<file path="config.mk">
export PLATFORM = sky130hd
export DESIGN_NAME = alu_issue_stage
export DESIGN_NICKNAME = d
export VERILOG_FILES = /design/src/rtl/alu_pkg.sv /design/src/rtl/alu_issue_decode.sv /design/src/rtl/alu_issue_stage.sv
export SDC_FILE = /design/constraint.sdc
export NUM_CORES = 1
export LEC_CHECK = 0
export CAP_MARGIN = 20
export CORE_ASPECT_RATIO = 0.75
export CORE_UTILIZATION = 42
export CTS_CLUSTER_SIZE = 14
export DETAILED_ROUTE_END_ITERATION = 8
export PLACE_DENSITY_LB_ADDON = 0.1
export SKIP_CTS_REPAIR_TIMING = 1
export SLEW_MARGIN = 20
export SYNTH_ARGS = -nofsm -noshare
export SYNTH_HDL_FRONTEND = slang
export SYNTH_SLANG_ARGS = --single-unit
</file>
<file path="constraint.sdc">
create_clock -name i_clock -period 3.35 [get_ports i_clock]
set_input_delay 0.67 -clock i_clock [delete_from_list [all_inputs] [get_ports i_clock]]
set_output_delay 0.67 -clock i_clock [all_outputs]
set_load 0.02 [all_outputs]
</file>
<file path="src/rtl/alu_pkg.sv">
// Shared ALU definitions: opcode encodings, main-decoder class codes,
// R-type funct codes and default widths for the issue stage and the ALU.
package alu_pkg;

   localparam int NB_DATA_DEF       = 32;
   localparam int NB_ALU_OPCODE_DEF = 4;
   localparam int NB_REG_ADDR_DEF   = 5;

   localparam logic [NB_ALU_OPCODE_DEF-1:0] ALU_SLL  = 4'b0000;
   localparam logic [NB_ALU_OPCODE_DEF-1:0] ALU_SRAV = 4'b0001;
   localparam logic [NB_ALU_OPCODE_DEF-1:0] ALU_SRL  = 4'b0010;
   localparam logic [NB_ALU_OPCODE_DEF-1:0] ALU_SRA  = 4'b0011;
   localparam logic [NB_ALU_OPCODE_DEF-1:0] ALU_AND  = 4'b0100;
   localparam logic [NB_ALU_OPCODE_DEF-1:0] ALU_SRLV = 4'b0110;
   localparam logic [NB_ALU_OPCODE_DEF-1:0] ALU_NOR  = 4'b0111;
   localparam logic [NB_ALU_OPCODE_DEF-1:0] ALU_SLT  = 4'b1001;
   localparam logic [NB_ALU_OPCODE_DEF-1:0] ALU_SLLV = 4'b1010;
   localparam logic [NB_ALU_OPCODE_DEF-1:0] ALU_SUB  = 4'b1011;
   localparam logic [NB_ALU_OPCODE_DEF-1:0] ALU_ADD  = 4'b1100;
   localparam logic [NB_ALU_OPCODE_DEF-1:0] ALU_OR   = 4'b1101;
   localparam logic [NB_ALU_OPCODE_DEF-1:0] ALU_XOR  = 4'b1110;
   localparam logic [NB_ALU_OPCODE_DEF-1:0] ALU_LUI  = 4'b1111;

   typedef enum logic [3:0] {
      CLASS_RTYPE  = 4'b0000,
      CLASS_ADDI   = 4'b0001,
      CLASS_ADDIU  = 4'b0010,
      CLASS_SLTI   = 4'b0011,
      CLASS_ANDI   = 4'b0100,
      CLASS_ORI    = 4'b0101,
      CLASS_XORI   = 4'b0110,
      CLASS_LUI    = 4'b0111,
      CLASS_BRANCH = 4'b1000
   } alu_class_e;

   localparam logic [5:0] FUNCT_SLL  = 6'b000000;
   localparam logic [5:0] FUNCT_SRL  = 6'b000010;
   localparam logic [5:0] FUNCT_SRA  = 6'b000011;
   localparam logic [5:0] FUNCT_SLLV = 6'b000100;
   localparam logic [5:0] FUNCT_SRLV = 6'b000110;
   localparam logic [5:0] FUNCT_SRAV = 6'b000111;
   localparam logic [5:0] FUNCT_ADD  = 6'b100000;
   localparam logic [5:0] FUNCT_ADDU = 6'b100001;
   localparam logic [5:0] FUNCT_SUB  = 6'b100010;
   localparam logic [5:0] FUNCT_SUBU = 6'b100011;
   localparam logic [5:0] FUNCT_AND  = 6'b100100;
   localparam logic [5:0] FUNCT_OR   = 6'b100101;
   localparam logic [5:0] FUNCT_XOR  = 6'b100110;
   localparam logic [5:0] FUNCT_NOR  = 6'b100111;
   localparam logic [5:0] FUNCT_SLT  = 6'b101010;

endpackage

</file>
<file path="src/rtl/alu_issue_decode.sv">
// Combinational translation of class/funct/immediate/register data into
// the next ALU opcode, operand pair, signed flag and illegal flag.
module alu_issue_decode
   import alu_pkg::*;
#(
   parameter int NB_DATA = NB_DATA_DEF
) (
   input  logic [3:0]                   alu_class,
   input  logic [5:0]                   funct,
   input  logic [4:0]                   shamt,
   input  logic [15:0]                  imm,
   input  logic [NB_DATA-1:0]           rs_data,
   input  logic [NB_DATA-1:0]           rt_data,
   output logic [NB_ALU_OPCODE_DEF-1:0] alu_opcode,
   output logic [NB_DATA-1:0]           first_operator,
   output logic [NB_DATA-1:0]           second_operator,
   output logic                         signed_operation,
   output logic                         illegal
);

   alu_class_e         cls;
   logic [NB_DATA-1:0] sext_imm;
   logic [NB_DATA-1:0] zext_imm;
   logic [NB_DATA-1:0] zext_shamt;
   logic [NB_DATA-1:0] zext_rs_shift;

   assign cls           = alu_class_e'(alu_class);
   assign sext_imm      = {{(NB_DATA-16){imm[15]}}, imm};
   assign zext_imm      = {{(NB_DATA-16){1'b0}}, imm};
   assign zext_shamt    = {{(NB_DATA-5){1'b0}}, shamt};
   assign zext_rs_shift = {{(NB_DATA-5){1'b0}}, rs_data[4:0]};

   // Variable shifts reuse the fixed-shift codes; only the amount source differs.
   always_comb begin
      alu_opcode       = ALU_SLL;
      first_operator   = rs_data;
      second_operator  = rt_data;
      signed_operation = 1'b0;
      illegal          = 1'b0;
      case (cls)
         CLASS_RTYPE: begin
            case (funct)
               FUNCT_SLL:  begin alu_opcode = ALU_SLL; first_operator = rt_data; second_operator = zext_shamt; end
               FUNCT_SRL:  begin alu_opcode = ALU_SRL; first_operator = rt_data; second_operator = zext_shamt; end
               FUNCT_SRA:  begin alu_opcode = ALU_SRA; first_operator = rt_data; second_operator = zext_shamt; end
               FUNCT_SLLV: begin alu_opcode = ALU_SLL; first_operator = rt_data; second_operator = zext_rs_shift; end
               FUNCT_SRLV: begin alu_opcode = ALU_SRL; first_operator = rt_data; second_operator = zext_rs_shift; end
               FUNCT_SRAV: begin alu_opcode = ALU_SRA; first_operator = rt_data; second_operator = zext_rs_shift; end
               FUNCT_ADD:  begin alu_opcode = ALU_ADD; signed_operation = 1'b1; end
               FUNCT_ADDU: alu_opcode = ALU_ADD;
               FUNCT_SUB:  begin alu_opcode = ALU_SUB; signed_operation = 1'b1; end
               FUNCT_SUBU: alu_opcode = ALU_SUB;
               FUNCT_AND:  alu_opcode = ALU_AND;
               FUNCT_OR:   alu_opcode = ALU_OR;
               FUNCT_XOR:  alu_opcode = ALU_XOR;
               FUNCT_NOR:  alu_opcode = ALU_NOR;
               FUNCT_SLT:  begin alu_opcode = ALU_SLT; signed_operation = 1'b1; end
               default:    illegal = 1'b1;
            endcase
         end
         CLASS_ADDI:   begin alu_opcode = ALU_ADD; second_operator = sext_imm; signed_operation = 1'b1; end
         CLASS_ADDIU:  begin alu_opcode = ALU_ADD; second_operator = sext_imm; end
         CLASS_SLTI:   begin alu_opcode = ALU_SLT; second_operator = sext_imm; signed_operation = 1'b1; end
         CLASS_ANDI:   begin alu_opcode = ALU_AND; second_operator = zext_imm; end
         CLASS_ORI:    begin alu_opcode = ALU_OR;  second_operator = zext_imm; end
         CLASS_XORI:   begin alu_opcode = ALU_XOR; second_operator = zext_imm; end
         CLASS_LUI:    begin alu_opcode = ALU_LUI; first_operator = '0; second_operator = zext_imm; end
         CLASS_BRANCH: alu_opcode = ALU_SUB;
         default:      illegal = 1'b1;
      endcase

      // Illegal entries still flow down the pipe, but as a harmless SLL of zeros.
      if (illegal) begin
         alu_opcode       = ALU_SLL;
         first_operator   = '0;
         second_operator  = '0;
         signed_operation = 1'b0;
      end
   end

endmodule

</file>
<file path="src/rtl/alu_issue_stage.sv">
// ID/EX issue register feeding the ALU with a valid/ready handshake and flush.
// Optional operand forwarding from MEM/WB is enabled by defining ALU_ISSUE_FWD_EN.
module alu_issue_stage
   import alu_pkg::*;
#(
   parameter int NB_DATA       = NB_DATA_DEF,
   parameter int NB_ALU_OPCODE = NB_ALU_OPCODE_DEF,
   parameter int NB_REG_ADDR   = NB_REG_ADDR_DEF
) (
   input  logic                     i_clock,
   input  logic                     i_reset,
   input  logic                     i_valid,
   output logic                     o_ready,
   input  logic [3:0]               i_alu_class,
   input  logic [5:0]               i_funct,
   input  logic [4:0]               i_shamt,
   input  logic [15:0]              i_imm,
   input  logic [NB_DATA-1:0]       i_rs_data,
   input  logic [NB_DATA-1:0]       i_rt_data,
   input  logic [NB_REG_ADDR-1:0]   i_rs_addr,
   input  logic [NB_REG_ADDR-1:0]   i_rt_addr,
   input  logic [NB_REG_ADDR-1:0]   i_dest_addr,
`ifdef ALU_ISSUE_FWD_EN
   input  logic                     i_fwd_mem_we,
   input  logic [NB_REG_ADDR-1:0]   i_fwd_mem_addr,
   input  logic [NB_DATA-1:0]       i_fwd_mem_data,
   input  logic                     i_fwd_wb_we,
   input  logic [NB_REG_ADDR-1:0]   i_fwd_wb_addr,
   input  logic [NB_DATA-1:0]       i_fwd_wb_data,
`endif
   input  logic                     i_flush,
   input  logic                     i_ready,
   output logic                     o_valid,
   output logic [NB_ALU_OPCODE-1:0] o_alu_opcode,
   output logic [NB_DATA-1:0]       o_first_operator,
   output logic [NB_DATA-1:0]       o_second_operator,
   output logic                     o_signed_operation,
   output logic [NB_REG_ADDR-1:0]   o_dest_addr,
   output logic                     o_illegal
);

   logic [NB_DATA-1:0]           rs_src;
   logic [NB_DATA-1:0]           rt_src;
   logic [NB_ALU_OPCODE_DEF-1:0] next_opcode;
   logic [NB_DATA-1:0]           next_first;
   logic [NB_DATA-1:0]           next_second;
   logic                         next_signed;
   logic                         next_illegal;
   logic                         ready;

`ifdef ALU_ISSUE_FWD_EN
   // MEM is younger than WB, so it wins when both hold the same register.
   always_comb begin
      rs_src = i_rs_data;
      if (i_fwd_mem_we && (i_fwd_mem_addr == i_rs_addr) && (i_fwd_mem_addr != '0))
         rs_src = i_fwd_mem_data;
      else if (i_fwd_wb_we && (i_fwd_wb_addr == i_rs_addr) && (i_fwd_wb_addr != '0))
         rs_src = i_fwd_wb_data;

      rt_src = i_rt_data;
      if (i_fwd_mem_we && (i_fwd_mem_addr == i_rt_addr) && (i_fwd_mem_addr != '0))
         rt_src = i_fwd_mem_data;
      else if (i_fwd_wb_we && (i_fwd_wb_addr == i_rt_addr) && (i_fwd_wb_addr != '0))
         rt_src = i_fwd_wb_data;
   end
`else
   logic unused_src_addr;

   assign rs_src          = i_rs_data;
   assign rt_src          = i_rt_data;
   assign unused_src_addr = ^{i_rs_addr, i_rt_addr};
`endif

   alu_issue_decode #(
      .NB_DATA (NB_DATA)
   ) u_decode (
      .alu_class        (i_alu_class),
      .funct            (i_funct),
      .shamt            (i_shamt),
      .imm              (i_imm),
      .rs_data          (rs_src),
      .rt_data          (rt_src),
      .alu_opcode       (next_opcode),
      .first_operator   (next_first),
      .second_operator  (next_second),
      .signed_operation (next_signed),
      .illegal          (next_illegal)
   );

   assign ready   = ~o_valid | i_ready;
   assign o_ready = ready;

   // Flush outranks a load; a stalled entry simply keeps every field.
   always_ff @(posedge i_clock) begin
      if (i_reset) begin
         o_valid            <= 1'b0;
         o_alu_opcode       <= '0;
         o_first_operator   <= '0;
         o_second_operator  <= '0;
         o_signed_operation <= 1'b0;
         o_dest_addr        <= '0;
         o_illegal          <= 1'b0;
      end else if (i_flush) begin
         o_valid   <= 1'b0;
         o_illegal <= 1'b0;
      end else if (i_valid && ready) begin
         o_valid            <= 1'b1;
         o_alu_opcode       <= NB_ALU_OPCODE'(next_opcode);
         o_first_operator   <= next_first;
         o_second_operator  <= next_second;
         o_signed_operation <= next_signed;
         o_dest_addr        <= i_dest_addr;
         o_illegal          <= next_illegal;
      end else if (i_ready) begin
         o_valid   <= 1'b0;
         o_illegal <= 1'b0;
      end
   end

endmodule

</file>
Yosys cells after proc, flatten, opt, wreduce, memory -nomap -nowiden:

Cells that the tools add are included.

* flip-flop bits (word level): 76
* input bits: 115
* word-level logic and storage cells: 69

* equality and inequality tests: 22
* multiplexer cells: 17
* bitwise operators: 3
* reduce and logical (&&, ||, !) cells: 20

Operators with widths (count)
* $pmux W32 S2: 2
* $mux W32: 3
* $pmux W32 S3: 1
* $eq A6 B6 Y1 const B: 9
* $pmux W4 S9: 1
* $pmux W4 S8: 1
* $eq A6 B3 Y1 const B: 3
* $eq A4 B3 Y1 const B: 4
* $reduce_or A15 Y1: 1
* $reduce_or A2 Y1: 7
* $eq A6 B2 Y1 const B: 2
* $reduce_or A3 Y1: 4
* $eq A4 B2 Y1 const B: 2
* $reduce_or A8 Y1: 1
* $logic_not A6 Y1: 1
* $mux W1: 6
* $reduce_or A6 Y1: 1
* $eq A4 B1 Y1 const B: 1
* $eq A4 B4 Y1 const B: 1
* $logic_not A4 Y1: 1
* $mux W4: 1
* $pmux W1 S2: 2
* $reduce_or A4 Y1: 1
* $not A1 Y1: 2
* other kinds (4): 4

Longest topological paths before layout:

* depth after elaboration: 5
* depth in mapped cells: 8
* depth with buffers taken out: 6

Modules after synthesis:

From an unflattened synthesis, not the netlist that was laid out.

* cells, all modules: 606
* area total of the unflattened synthesis: 4780.8 um^2

By module, submodules not included
* alu_issue_stage: instances 1, cells each 347, area an instance 3235.6 um^2, seq. area each 1521.5 um^2
* alu_issue_decode: instances 1, cells each 259, area an instance 1545.2 um^2, seq. area each 0.0 um^2

Worst setup path before layout:

No wires, ideal clock.

* path type: in2reg
* start: input i_funct[3]
* end: register o_second_operator[11]
* data arrival time: 1.974 ns
* setup slack: 1.259 ns
* stages on the path: 7
* buffers on the path: 2
* path through: buf_6 or3_4 or2_4 o21a_4 buf_6 a22oi_1 o21ai_1

* longest elaborated chain between the ends: 5
* elaborated cells between the ends (all ways): 23
* those cells by class: eq/ne (14); mux (5); reduce/logical (4)

RTL lines
* start: declaration: line alu_issue_stage.sv:15 `input logic [5:0] i_funct,`
* $eq A6 B2 Y1, or another cell as far along: line alu_issue_decode.sv:42 `case (funct)`
* $reduce_or A15 Y1 (no line) / $reduce_or A3 Y1 (equally long branches)
* $mux W1 / $pmux W32 S2 (equally long branches): line alu_issue_decode.sv:42
* $pmux W1 S2 / $pmux W32 S3 (equally long branches): line alu_issue_decode.sv:40 `case (cls)`
* $mux W32 (*): line alu_issue_decode.sv:73 `if (illegal) begin`
* end signal: assignment: line alu_issue_stage.sv:110 `o_second_operator <= next_second;`
* end: declaration: line alu_issue_stage.sv:36 `output logic [NB_DATA-1:0] o_second_operator,`

Every way passes the cells marked *; elsewhere a longest branch is shown, timed or not.
A chain may end at the register's enable or synchronous reset.

Final worst setup path:

* start: input i_ready
* end: output o_ready

* longest elaborated chain between the ends: 1

RTL lines
* start: declaration: line alu_issue_stage.sv:32 `input logic i_ready,`
* $or A1 B1 Y1: line alu_issue_stage.sv:90 `assign ready = ~o_valid | i_ready;`
* end: declaration: line alu_issue_stage.sv:13 `output logic o_ready,`

No other way between the ends.

==> impl_metrics.env <==
export IMPL_status="completed"
export IMPL_synth_largest_area_cell="dfxtp_1"
export IMPL_core_rowCount=28
export IMPL_area_growth_pct=58.5
export IMPL_dpl_hpwl_um=7880
export IMPL_drc=0
export IMPL_crit_path_frequent_cell="clkdlybuf4s50_1"
export IMPL_die_w_um=106
export IMPL_clk_pin_slew_ps=70
export IMPL_crit_chain="clkdlybuf4s50_1, nor2b_1, inv_1, clkdlybuf4s50_1"
export IMPL_avgSynthCellArea_sq_um=8.48
export IMPL_grt_max_degree=68
export IMPL_cts_root_buf="clkbuf_8"
export IMPL_dr_first_iter_drc_count=223
export IMPL_maxCapViolCount=0
export IMPL_drive_gt1_share_pct=6.08
export IMPL_clock_skew_ps=11.7
export IMPL_viasPerCell=5.29
export IMPL_syn_inst=404
export IMPL_core_sq_mm=0.00788
export IMPL_cts_tree="yes"
export IMPL_path_class="in2out"
export IMPL_antennaDiodeCount=0
export IMPL_cts_max_level=3
export IMPL_reg2reg_slack_ps=1480
export IMPL_die_y_um=80.2
export IMPL_placed_area_sq_mm=0.00523
export IMPL_cts_sinks=76
export IMPL_arrival_ps=1930
export IMPL_wl_um=11000
export IMPL_cp_num_buf_inv=3
export IMPL_ys_types=43
export IMPL_start_kind="input pin"
export IMPL_slew_headroom_pct=30.6
export IMPL_worstMarginPinSlew_ps=1040
export IMPL_gp_congestion=0.878
export IMPL_cellPowerDensity_mw_per_mm2=378
export IMPL_hp_class="reg2reg"
export IMPL_end_kind="output port"
export IMPL_irDropWorstVdd_uv=188
export IMPL_vias=3602
export IMPL_slew_viol_final=0
export IMPL_io_pins=192
export IMPL_finalSetupTns_ps=0
export IMPL_worst_path_dominant_cell_family="buffers and inverters"
export IMPL_max_stage_delay_ps=540
export IMPL_numCtsBuffers=9
export IMPL_rsz0062_at_grt="false"
export IMPL_yosys_area_top_type_share_pct=44.4
export IMPL_antenna_found_initial=0
export IMPL_final_antenna_net_count=0
export IMPL_synth_seq_cells=76
export IMPL_clk_latency_ps=340
export IMPL_nets=686
export IMPL_synthTopCellsByArea="dfxtp_1, nand2_1, a22oi_1"
export IMPL_ys_seq_area_share_pct=44.4
export IMPL_gr_total_overflow=0
export IMPL_period_share_pct=77.6
export IMPL_fin_area_sq_mm=0.00543
export IMPL_crit_path_top_delay_cell="clkdlybuf4s50_1"
export IMPL_dr_pass1_iters=5
export IMPL_die_area_sq_mm=0.00852
export IMPL_power_leakage_uw=0.00201
export IMPL_clockBufferDepth=2
export IMPL_grt_pass1_wl_um=16600
export IMPL_hold_violations=0
export IMPL_cp_max_fo=3
export IMPL_track_usage_pct=25.0
export IMPL_yosys_warnings=0
export IMPL_synthesis_area_sq_mm=0.00342
export IMPL_synth_nets=519
export IMPL_wl_per_cell_um=16.2
export IMPL_finalCriticalPeriod_ps=2600
export IMPL_n_fill_cell=678
export IMPL_required_ps=2680
export IMPL_initial_core_util_pct=43.4
export IMPL_finalSetupViolations=0
export IMPL_io_buffers=181
export IMPL_fmax_mhz=385
export IMPL_grt_pass1_vias=3388
==> synthesized netlist by cell type, drive strengths merged <==
library cell / n
o2bb2ai: 5
o31ai: 8
o21a: 1
and3b: 1
xnor2: 1
inv: 6
o22a: 1
a221oi: 1
and3: 1
a211oi: 2
dfxtp: 76
a21oi: 28
nor4b: 1
nand3: 1
o311ai: 1
nor2b: 4
and4b: 1
nor3: 3
nor2: 14
or2: 1
nand2: 85
nand4bb: 1
a311oi: 1
o41ai: 1
o21ba: 1
mux2i: 10
or3: 3
clkbuf: 9
and2: 1
nand2b: 4
a22oi: 39
o41a: 1
o21ai: 68
buf: 23
==> tightest hold or removal path, delay by kind of cell (launching register included) <==
kind / cells / cell delay [ps]
compound gates: 1 / 50
flops: 1 / 310
simple gates: 1 / 50
==> layout by cell type, fill, tap and decap left out, drive strengths merged, types with 8 or more instances in the layout <==
master and instances:
o21ai 68, mux2i 10, dfxtp 76, nor2 14, clkdlybuf4s50 181, nand2 85, clkbuf 11, a22oi 39
o31ai 8, a21oi 28
==> path summary, 6_finish.rpt <==
check,startpoint,end,depth (start not counted)
max,i_ready,o_ready,4
min,o_second_operator[28],o_second_operator[28],2
max reg2reg,o_valid,o_second_operator[2],6
min reg2reg,o_second_operator[28],o_second_operator[28],2
==> report_power, final <==
group          switching [uW]  internal (uW)
combinational             193            223
clock                     336            347
sequential               15.7            935
==> cell type report <==
type / instances / area, sq um / area share, %
Timing Repair Buffer: 188 / 1890 / 34.8
Clock inverter: 5 / 61.3 / 1.13
Inverter: 6 / 22.5 / 0.415
Clock buffer: 11 / 131 / 2.42
Sequential cell: 76 / 1520 / 28.0
Multi-Input combinational cell: 290 / 1670 / 30.8
Tap cell: 105 / 131 / 2.42
==> metrics by stage <==
step | utilization, % | cells | worst slack (ps) | power (uW) | hold WS [ps]
6_report | 68.9 | 681 | 752 | 2050 | 446
4_1_cts | 68.8 | 681 | 760 | 2070 | 450
2_1_floorplan | - | 404 | 1260 | 1150 | 524
3_3_place_gp | 66.4 | 665 | 499 | 1380 | 433
3_5_place_dp | 66.4 | 665 | 444 | 1380 | 439
5_1_grt | 68.9 | 681 | 673 | 2150 | 463
==> sequential cells by signal, indices dropped and copies added (netlist names) <==
signal / count
o_signed_operation: 1
o_alu_opcode: 4
o_valid: 1
o_second_operator: 32
o_dest_addr: 5
o_first_operator: 32
o_illegal: 1
==> kinds of logic after synthesis <==
| logic type | count (synthesis) | share of synthesized area, % |
|---|---|---|
| AOI/OAI and AO/OA | 158 | 29.0 |
| xor gates and xnor gates | 1 | 0.256 |
| buffers and inverters | 38 | 7.16 |
| DFF | 76 | 44.4 |
| muxes | 10 | 2.92 |
| and+or+nand+nor | 121 | 16.2 |
==> layer usage <==
layer / GRT usage, % / vias to the layer above / part of all wire (%)
met1: 31.5 / 1668 / 44
met2: 41.9 / 152 / 46
li1: - / 1772 / -
met5: 0 / - / 0
met4: 7.22 / 0 / 1.1
met3: 6.90 / 10 / 8.8
Note: power is estimated with default switching activity, not from simulation.
